--- src/rtl/flag_ctx_stack.sv ---
// flag_ctx_stack: condition-flag register with a LIFO save/restore stack for
// nested interrupt contexts. Entry saves the active flags and starts the
// handler with cleared flags. Return restores the saved flags. Overflow and
// underflow attempts are reported through sticky error bits.
module flag_ctx_stack #(
  parameter int FLAG_W = 3,
  parameter int DEPTH  = 4,
  parameter int LVL_W  = $clog2(DEPTH + 1)
) (
  input  logic              clk,
  input  logic              rst_n,
  input  logic [FLAG_W-1:0] flags_in,
  input  logic [FLAG_W-1:0] upd_mask,
  input  logic              int_enter,
  input  logic              int_return,
  input  logic              clr_err,
  output logic [FLAG_W-1:0] flags_out,
  output logic [LVL_W-1:0]  level,
  output logic              in_handler,
  output logic              overflow,
  output logic              underflow
);

  logic [FLAG_W-1:0] cur;
  logic [FLAG_W-1:0] cur_nxt;
  logic [FLAG_W-1:0] stk [DEPTH];
  logic [FLAG_W-1:0] pop_val;
  logic [LVL_W-1:0]  lvl;
  logic [LVL_W-1:0]  lvl_nxt;
  logic              push;
  logic              ovf_set;
  logic              udf_set;
  logic              ovf;
  logic              udf;

  // Select the top-of-stack entry (index lvl-1); only consumed when lvl != 0.
  always_comb begin
    pop_val = '0;
    for (int i = 0; i < DEPTH; i++) begin
      if (LVL_W'(i) == (lvl - LVL_W'(1))) pop_val = stk[i];
    end
  end

  // Priority decode: tail-chain, entry, return, then masked flag update.
  always_comb begin
    cur_nxt = cur;
    lvl_nxt = lvl;
    push    = 1'b0;
    ovf_set = 1'b0;
    udf_set = 1'b0;
    if (int_enter && int_return) begin
      // Tail-chain leaves the stack alone; at user level there is no handler
      // to leave, so it counts as an underflow.
      if (lvl == '0) udf_set = 1'b1;
      else           cur_nxt = '0;
    end else if (int_enter) begin
      if (lvl < LVL_W'(DEPTH)) begin
        push    = 1'b1;
        lvl_nxt = lvl + LVL_W'(1);
        cur_nxt = '0;
      end else begin
        ovf_set = 1'b1;
      end
    end else if (int_return) begin
      if (lvl != '0) begin
        cur_nxt = pop_val;
        lvl_nxt = lvl - LVL_W'(1);
      end else begin
        udf_set = 1'b1;
      end
    end else begin
      cur_nxt = (flags_in & upd_mask) | (cur & ~upd_mask);
    end
  end

  // Active flags, level counter and sticky errors; error set beats clear.
  always_ff @(posedge clk or negedge rst_n) begin
    if (!rst_n) begin
      cur <= '0;
      lvl <= '0;
      ovf <= 1'b0;
      udf <= 1'b0;
    end else begin
      cur <= cur_nxt;
      lvl <= lvl_nxt;
      ovf <= ovf_set | (ovf & ~clr_err);
      udf <= udf_set | (udf & ~clr_err);
    end
  end

  // Context stack: the current flags are written at index lvl on a push.
  always_ff @(posedge clk or negedge rst_n) begin
    if (!rst_n) begin
      for (int i = 0; i < DEPTH; i++) stk[i] <= '0;
    end else begin
      for (int i = 0; i < DEPTH; i++) begin
        if (push && (LVL_W'(i) == lvl)) stk[i] <= cur;
      end
    end
  end

  assign flags_out  = cur;
  assign level      = lvl;
  assign in_handler = (lvl != '0);
  assign overflow   = ovf;
  assign underflow  = udf;

endmodule

--- config.mk ---
export PLATFORM = sky130hd
export DESIGN_NAME = flag_ctx_stack
export DESIGN_NICKNAME = d
export VERILOG_FILES = /design/src/rtl/flag_ctx_stack.sv
export SDC_FILE = /design/constraint.sdc
export NUM_CORES = 1
export LEC_CHECK = 0
export ABC_AREA = 1
export CAP_MARGIN = 20
export CORE_UTILIZATION = 25
export DETAILED_ROUTE_END_ITERATION = 10
export HOLD_SLACK_MARGIN = 0.08
export PLACE_DENSITY = 0.53
export SLEW_MARGIN = 10
export SYNTH_ARGS = -nofsm -noshare
export SYNTH_HDL_FRONTEND = slang
export SYNTH_SLANG_ARGS = --single-unit
--- constraint.sdc ---
create_clock -name clk -period 1.5 [get_ports clk]
set_clock_uncertainty 0.15 [all_clocks]
set_input_delay 0.225 -clock clk [delete_from_list [all_inputs] [get_ports clk]]
set_output_delay 0.225 -clock clk [all_outputs]
set_load 0.01 [all_outputs]
## Word-level counts from Yosys, hierarchy flattened

Index checks and enable logic that the tools add are counted.
W data, S select, Z words.

| cells by class | value |
|---|---|
| add/subtract/negate cells | 2 |
| multiply operators | 0 |
| divide/modulo/power cells | 0 |
| magnitude comparators | 1 |
| equal/unequal tests | 10 |
| shift-type cells | 0 |
| multiplexer cells | 25 |
| bitwise gates (word level) | 10 |
| reduce and logical (&&, ||, !) cells | 12 |

Operator list:

| cell | number |
|---|---|
| $mux W3 | 14 |
| $eq A2 B3 Y1 const A | 4 |
| $mux W1 | 11 |
| $and A3 B3 Y3 | 2 |
| $eq A1 B3 Y1 const A | 2 |
| $logic_not A3 Y1 | 2 |
| $logic_and A1 B1 Y1 | 5 |
| $ne A4 B2 Y1 const B | 1 |
| $reduce_and A4 Y1 | 1 |
| $reduce_bool A2 Y1 | 2 |
| $add A3 B1 Y3 const B | 1 |
| $lt A3 B3 Y1 const B | 1 |
| $ne A3 B1 Y1 const B | 1 |
| $not A3 Y3 | 1 |
| $or A3 B3 Y3 | 1 |
| $reduce_and A3 Y1 | 1 |
| $reduce_bool A3 Y1 | 1 |
| $sub A3 B1 Y3 const B | 1 |
| $and A1 B1 Y1 | 2 |
| $ne A2 B1 Y1 const B | 1 |
| $ne A2 B2 Y1 const B | 1 |
| $not A1 Y1 | 2 |
| $or A1 B1 Y1 | 2 |

| storage, ports and cells | value |
|---|---|
| register bits after elaboration | 20 |
| bits in latches | 0 |
| memory bits (writable) | 0 |
| ROM bits | 0 |
| input port bits | 11 |
| memories kept | 0 |

## Longest topological paths before layout

Gate-level depths: netlist of the first run.

| logic depth | value |
|---|---|
| depth after elaboration | 10 |
| depth in mapped cells | 12 |
| gate-level depth less buffers | 12 |

## Least setup slack after synthesis of the first run

No wires, ideal clock.

| path | value |
|---|---|
| path type | flip-flop to flip-flop |
| start | reg lvl[0], in the netlist level[0] |
| end | reg cur[1], in the netlist flags_out[1] |
| setup time | 0.116 ns |
| data arrival time | 1.375 ns |
| data required time | 1.234 ns |
| path slack | -0.141 ns |
| stages on the path, launching flop included | 12 |
| cells stage by stage | dfrtp_1 inv_1 ha_1 nand2_1 nand2_4 buf_8 nand3_1 nand3_1 nand2_1 nand2_1 nand2_1 nand2_1 |

| on the way | value |
|---|---|
| word-level cells in the longest chain between the ends | 10 |
| elaborated cells between the ends (all ways) | 20 |
| those cells by class | add/sub: 1; order compare: 1; eq/ne: 6; mux: 8; reduce/logical: 4 |

Ends and longest elaborated chain:

| item | RTL line | text |
|---|---|---|
| start: declaration | 28 | `logic [LVL_W-1:0] lvl;` |
| start signal: assignment | 85 | `lvl <= lvl_nxt;` |
| $sub A3 B1 Y3 | 40 | `if (LVL_W'(i) == (lvl - LVL_W'(1))) pop_val = stk[i];` |
| $logic_not A3 Y1 | 40 |  |
| $mux W3 (4 in series) | 40 |  |
| $mux W3 | 65 | `if (lvl != '0) begin` |
| $mux W3 | 64 | `end else if (int_return) begin` |
| $mux W3 | 56 | `end else if (int_enter) begin` |
| $mux W3 | 51 | `if (int_enter && int_return) begin` |
| end signal: assignment | 84 | `cur <= cur_nxt;` |
| end: declaration | 24 | `logic [FLAG_W-1:0] cur;` |

Parallel ways exist; a longest one is shown, timed or not. The select of a mux whose other input is x is not followed.
A chain may end at the register's enable or synchronous reset.

## Worst setup path in the final report of the first run

| path | value |
|---|---|
| start | reg lvl[0], in the netlist level[0] |
| end | reg cur[2], in the netlist flags_out[2] |

The elaborated chain is that of the path after synthesis.

==> results of run 1 <==
## kinds of logic after synthesis
kind of cell             count (synthesis)  share of synthesized area [%]
AO/OA/AOI/OAI                           19                           8.95
XOR/XNOR                                 2                           1.53
adder cells (fa/ha/maj)                  7                           7.64
buffers and inverters                   24                           9.17
flip-flops                              20                           43.7
AND/OR/NAND/NOR                         77                           29.0
## through the flow
step | instance area [µm²] | instances | setup WS [ns]
after floorplan | 1170 | 149 | -0.0135
after global placement | 1500 | 232 | -0.155
after detailed placement | 1500 | 232 | -0.154
after CTS | 1610 | 237 | -0.0640
after global routing | 1660 | 238 | -0.178
final | 1660 | 238 | -0.0796
## sequential cells by signal, indices dropped and copies added, names as in the netlist
| register | count |
|---|---|
| flags_out | 3 |
| overflow | 1 |
| underflow | 1 |
| level | 3 |
| stk | 12 |
## layout by cell type, fill, tap and decap left out, types with 2 or more instances in the layout
master and n:
nand2_1 42, nand2_4 4, clkdlybuf4s50_1 10, nand3_2 4, o21ai_0 11, ha_1 2
inv_4 2, dfrtp_1 17, inv_1 16, dlygate4sd2_1 6, dfrtp_2 3, buf_4 13
clkdlybuf4s15_1 2, a211oi_1 3, inv_2 4, clkbuf_8 4, nand3_1 13, o21ai_1 5
ha_4 2, ha_2 3, nand2_2 6, buf_6 3, nor2_1 6
## what timing repair did
item,4_1_cts,5_1_grt
pin swaps,2,7
cloned,1,0
setup endpoints to repair,13,13
resized for setup,27,15
buffers inserted,0,1
## report_power, final
part	total, µW	internal (µW)	switching, µW
clock network	417	233	184
logic	1750	797	957
registers	906	754	152
## area by class of cell
| class | instances | area (µm²) |
|---|---|---|
| inverters | 22 | 87.6 |
| repair buffers | 34 | 304 |
| multi-input cells | 106 | 646 |
| flip-flops and latches | 20 | 504 |
| fillers | 459 | 2720 |
| well taps | 52 | 65.1 |
| clock buffers | 4 | 55.1 |
## layer usage
| metal | vias up | track usage, % | wire (µm) |
|---|---|---|---|
| met3 | 0 | 1.89 | 60 |
| met5 | - | 0 | 0 |
| met1 | 457 | 17.6 | 1380 |
| met2 | 13 | 21.0 | 1310 |
| met4 | 0 | 4.22 | 0 |
| li1 | 542 | - | - |
## worst min-delay path by stage
stage / startpoint / end / cells after the start
final: rst_n / stk[8] / 2
after detailed placement: stk[1] / stk[1] / 2
after global placement: stk[11] / stk[11] / 2
after floorplan: rst_n / flags_out[0] / 0
after CTS: rst_n / stk[8] / 2
after global routing: rst_n / stk[8] / 2
## critical path, stage by stage, from the launching register on
cell     delay, ns
dfrtp_2       0.43
inv_4         0.09
ha_4          0.16
inv_2         0.04
nand2_4       0.10
nand2_4       0.09
buf_6         0.12
nand3_1       0.06
nand2_1       0.05
inv_1         0.04
nand2_1       0.05
nand2_1       0.05
nand2_1       0.05
==> run summary, run 1 <==
The flow ran to the end, but the final reports show violations. The final reports fail on negative setup slack. The required arrival time at the worst endpoint is 1.50 ns.

The number of enable-type register cells in the synthesized netlist came out at 0. The cell area after synthesis is 1150 µm². The via density per instance is 4.25. The per-cell routed wire length is 11.6 µm.

The total of warnings raised by yosys is 0. The boundary pin count came out at 20. The share of the synthesized area in the top cell type is 43.7%. The count of cell types in the netlist came out at 17. The max-capacitance violation count is 0. Clock tree synthesis found a total of 20 sinks. The final net count came out at 205. The power density normalized to cell area came out at 1850 nW/µm². Across all hold checks on the routed design, the worst slack comes to 0.163 ns.

The final wirelength is 2750 µm. The total area inside the core boundary comes to 4380 µm². Compared with the post-synthesis result, the final layout area differs by 45.0%.

The min-delay analysis places its worst path in the category input port to asynchronous set/reset pin. The via count of the first global-routing pass was 1083. The vertical die dimension is 69.7 µm.

The setup path with the least slack is of type flip-flop to flip-flop. The biggest area contributor in the post-synthesis netlist is dfrtp_1. For this run, design rule violations remaining after detail routing come to 0. The instance count of the mapped netlist came out at 149.

The clock-pin slew reported for the worst setup and hold paths after clock tree synthesis is 0.08 ns. The detailed placer's ending HPWL came out at 1990 µm. Entering global routing, the biggest net connects 21 pins. The transition time of the tightest slew-check pin came out at 0.278 ns. The floorplan row count is 24. The number of H-tree levels came out at 1. Setup total negative slack on the finished layout was measured at -0.212 ns. The type of element launching the critical path is a flip-flop. The total number of vias is 1012. The hold violation count in the final report is 0. The initial utilization of the core area, before any placement, comes to 26.1%. The starting DRC count in detailed routing came out at 36. The number of setup violations in the final report is 4. Timing would allow up to 633 MHz. The headroom to the max-slew limit is 81.5%. The first-pass GRT wire length came out at 4960 µm. Setup repair after global routing could not meet its margin everywhere. The dominant register cell in the synthesized netlist is dfrtp_1.

The fraction of the core area covered by cells at the end of the flow came out at 37.9%. For the worst flop-to-flop path, the logic depth is 12. The data arrival at the endpoint of the critical path is 1.58 ns. The sequential-to-total area share from yosys stat came out at 43.7%. The worst IR drop on VDD came out at 0.689 mV. Summed over all layers, the global routing overflow is 0. The final RePlAce weighted congestion came out at 0.733. The total clock buffers created by CTS is 3.

The first-pass iteration count of the detailed router came out at 4. The final critical delay including setup and external delays is 1.58 ns. The reg-to-reg setup timing slack is -0.08 ns.

Cells with a size suffix above 1 make up 27.4% of the layout. The critical path ends at flags_out[2]. The max-slew violation count came to 0.

The floorplan die area came out at 4860 µm². The category of the worst setup path capture point is a flip-flop. The initial antenna violation count came to 0. In this run the horizontal extent of the chip is 69.7 µm. After layout, the worst path uses 105% of the clock period. The CTS tree is built.

By area the synthesized netlist is led by dfrtp_1 (44%), nand2_1 (16%), ha_1 (7.6%). The total of flip-flops plus latches after synthesis came out at 20. The number of input and output port buffers inserted came out at 19. Along the worst path, the maximum fanout reaches 7. The leakage power is 0.000828 µW. The worst reg2reg path startpoint is level[0].

The largest buffer count on any clock path is 2. The final worst setup slack came out at -0.0796 ns. The most common cell in the netlist is nand2_1. The clock reaches the later pin of the worst-skew pair after 0.26 ns.

In this run the critical register-to-register path is captured at flags_out[2]. The post-cts hold buffer count is 0. Tracing the worst setup path back leads to its startpoint at level[0].

The number of antenna diodes in the final layout is 0. The commonest cells after synthesis are nand2_1 (50), dfrtp_1 (20), inv_1 (19). The tree is rooted in a clkbuf_8.

The overall power consumption is 3080 µW. The share of flip-flops with an asynchronous set or reset after synthesis is 100%. The global-route total usage across every layer is 12.9%.

The net count after synthesis is 167. The antenna violation net count after detailed routing is 0. The post-synthesis average cell area came out at 7.69 µm².
Note: power is estimated with default switching activity, not from simulation.
==> run 2: changes to the inputs <==
Settings changed: GPL_TIMING_DRIVEN set to 1.
==> results of run 2 <==
Final layout, timing and power as in run 1 (identical DEF).
==> run 3: changes to the inputs <==
Settings changed: CTS_CLUSTER_DIAMETER set to 60.
==> results of run 3 <==
Final layout, timing and power as in run 1 (identical DEF).
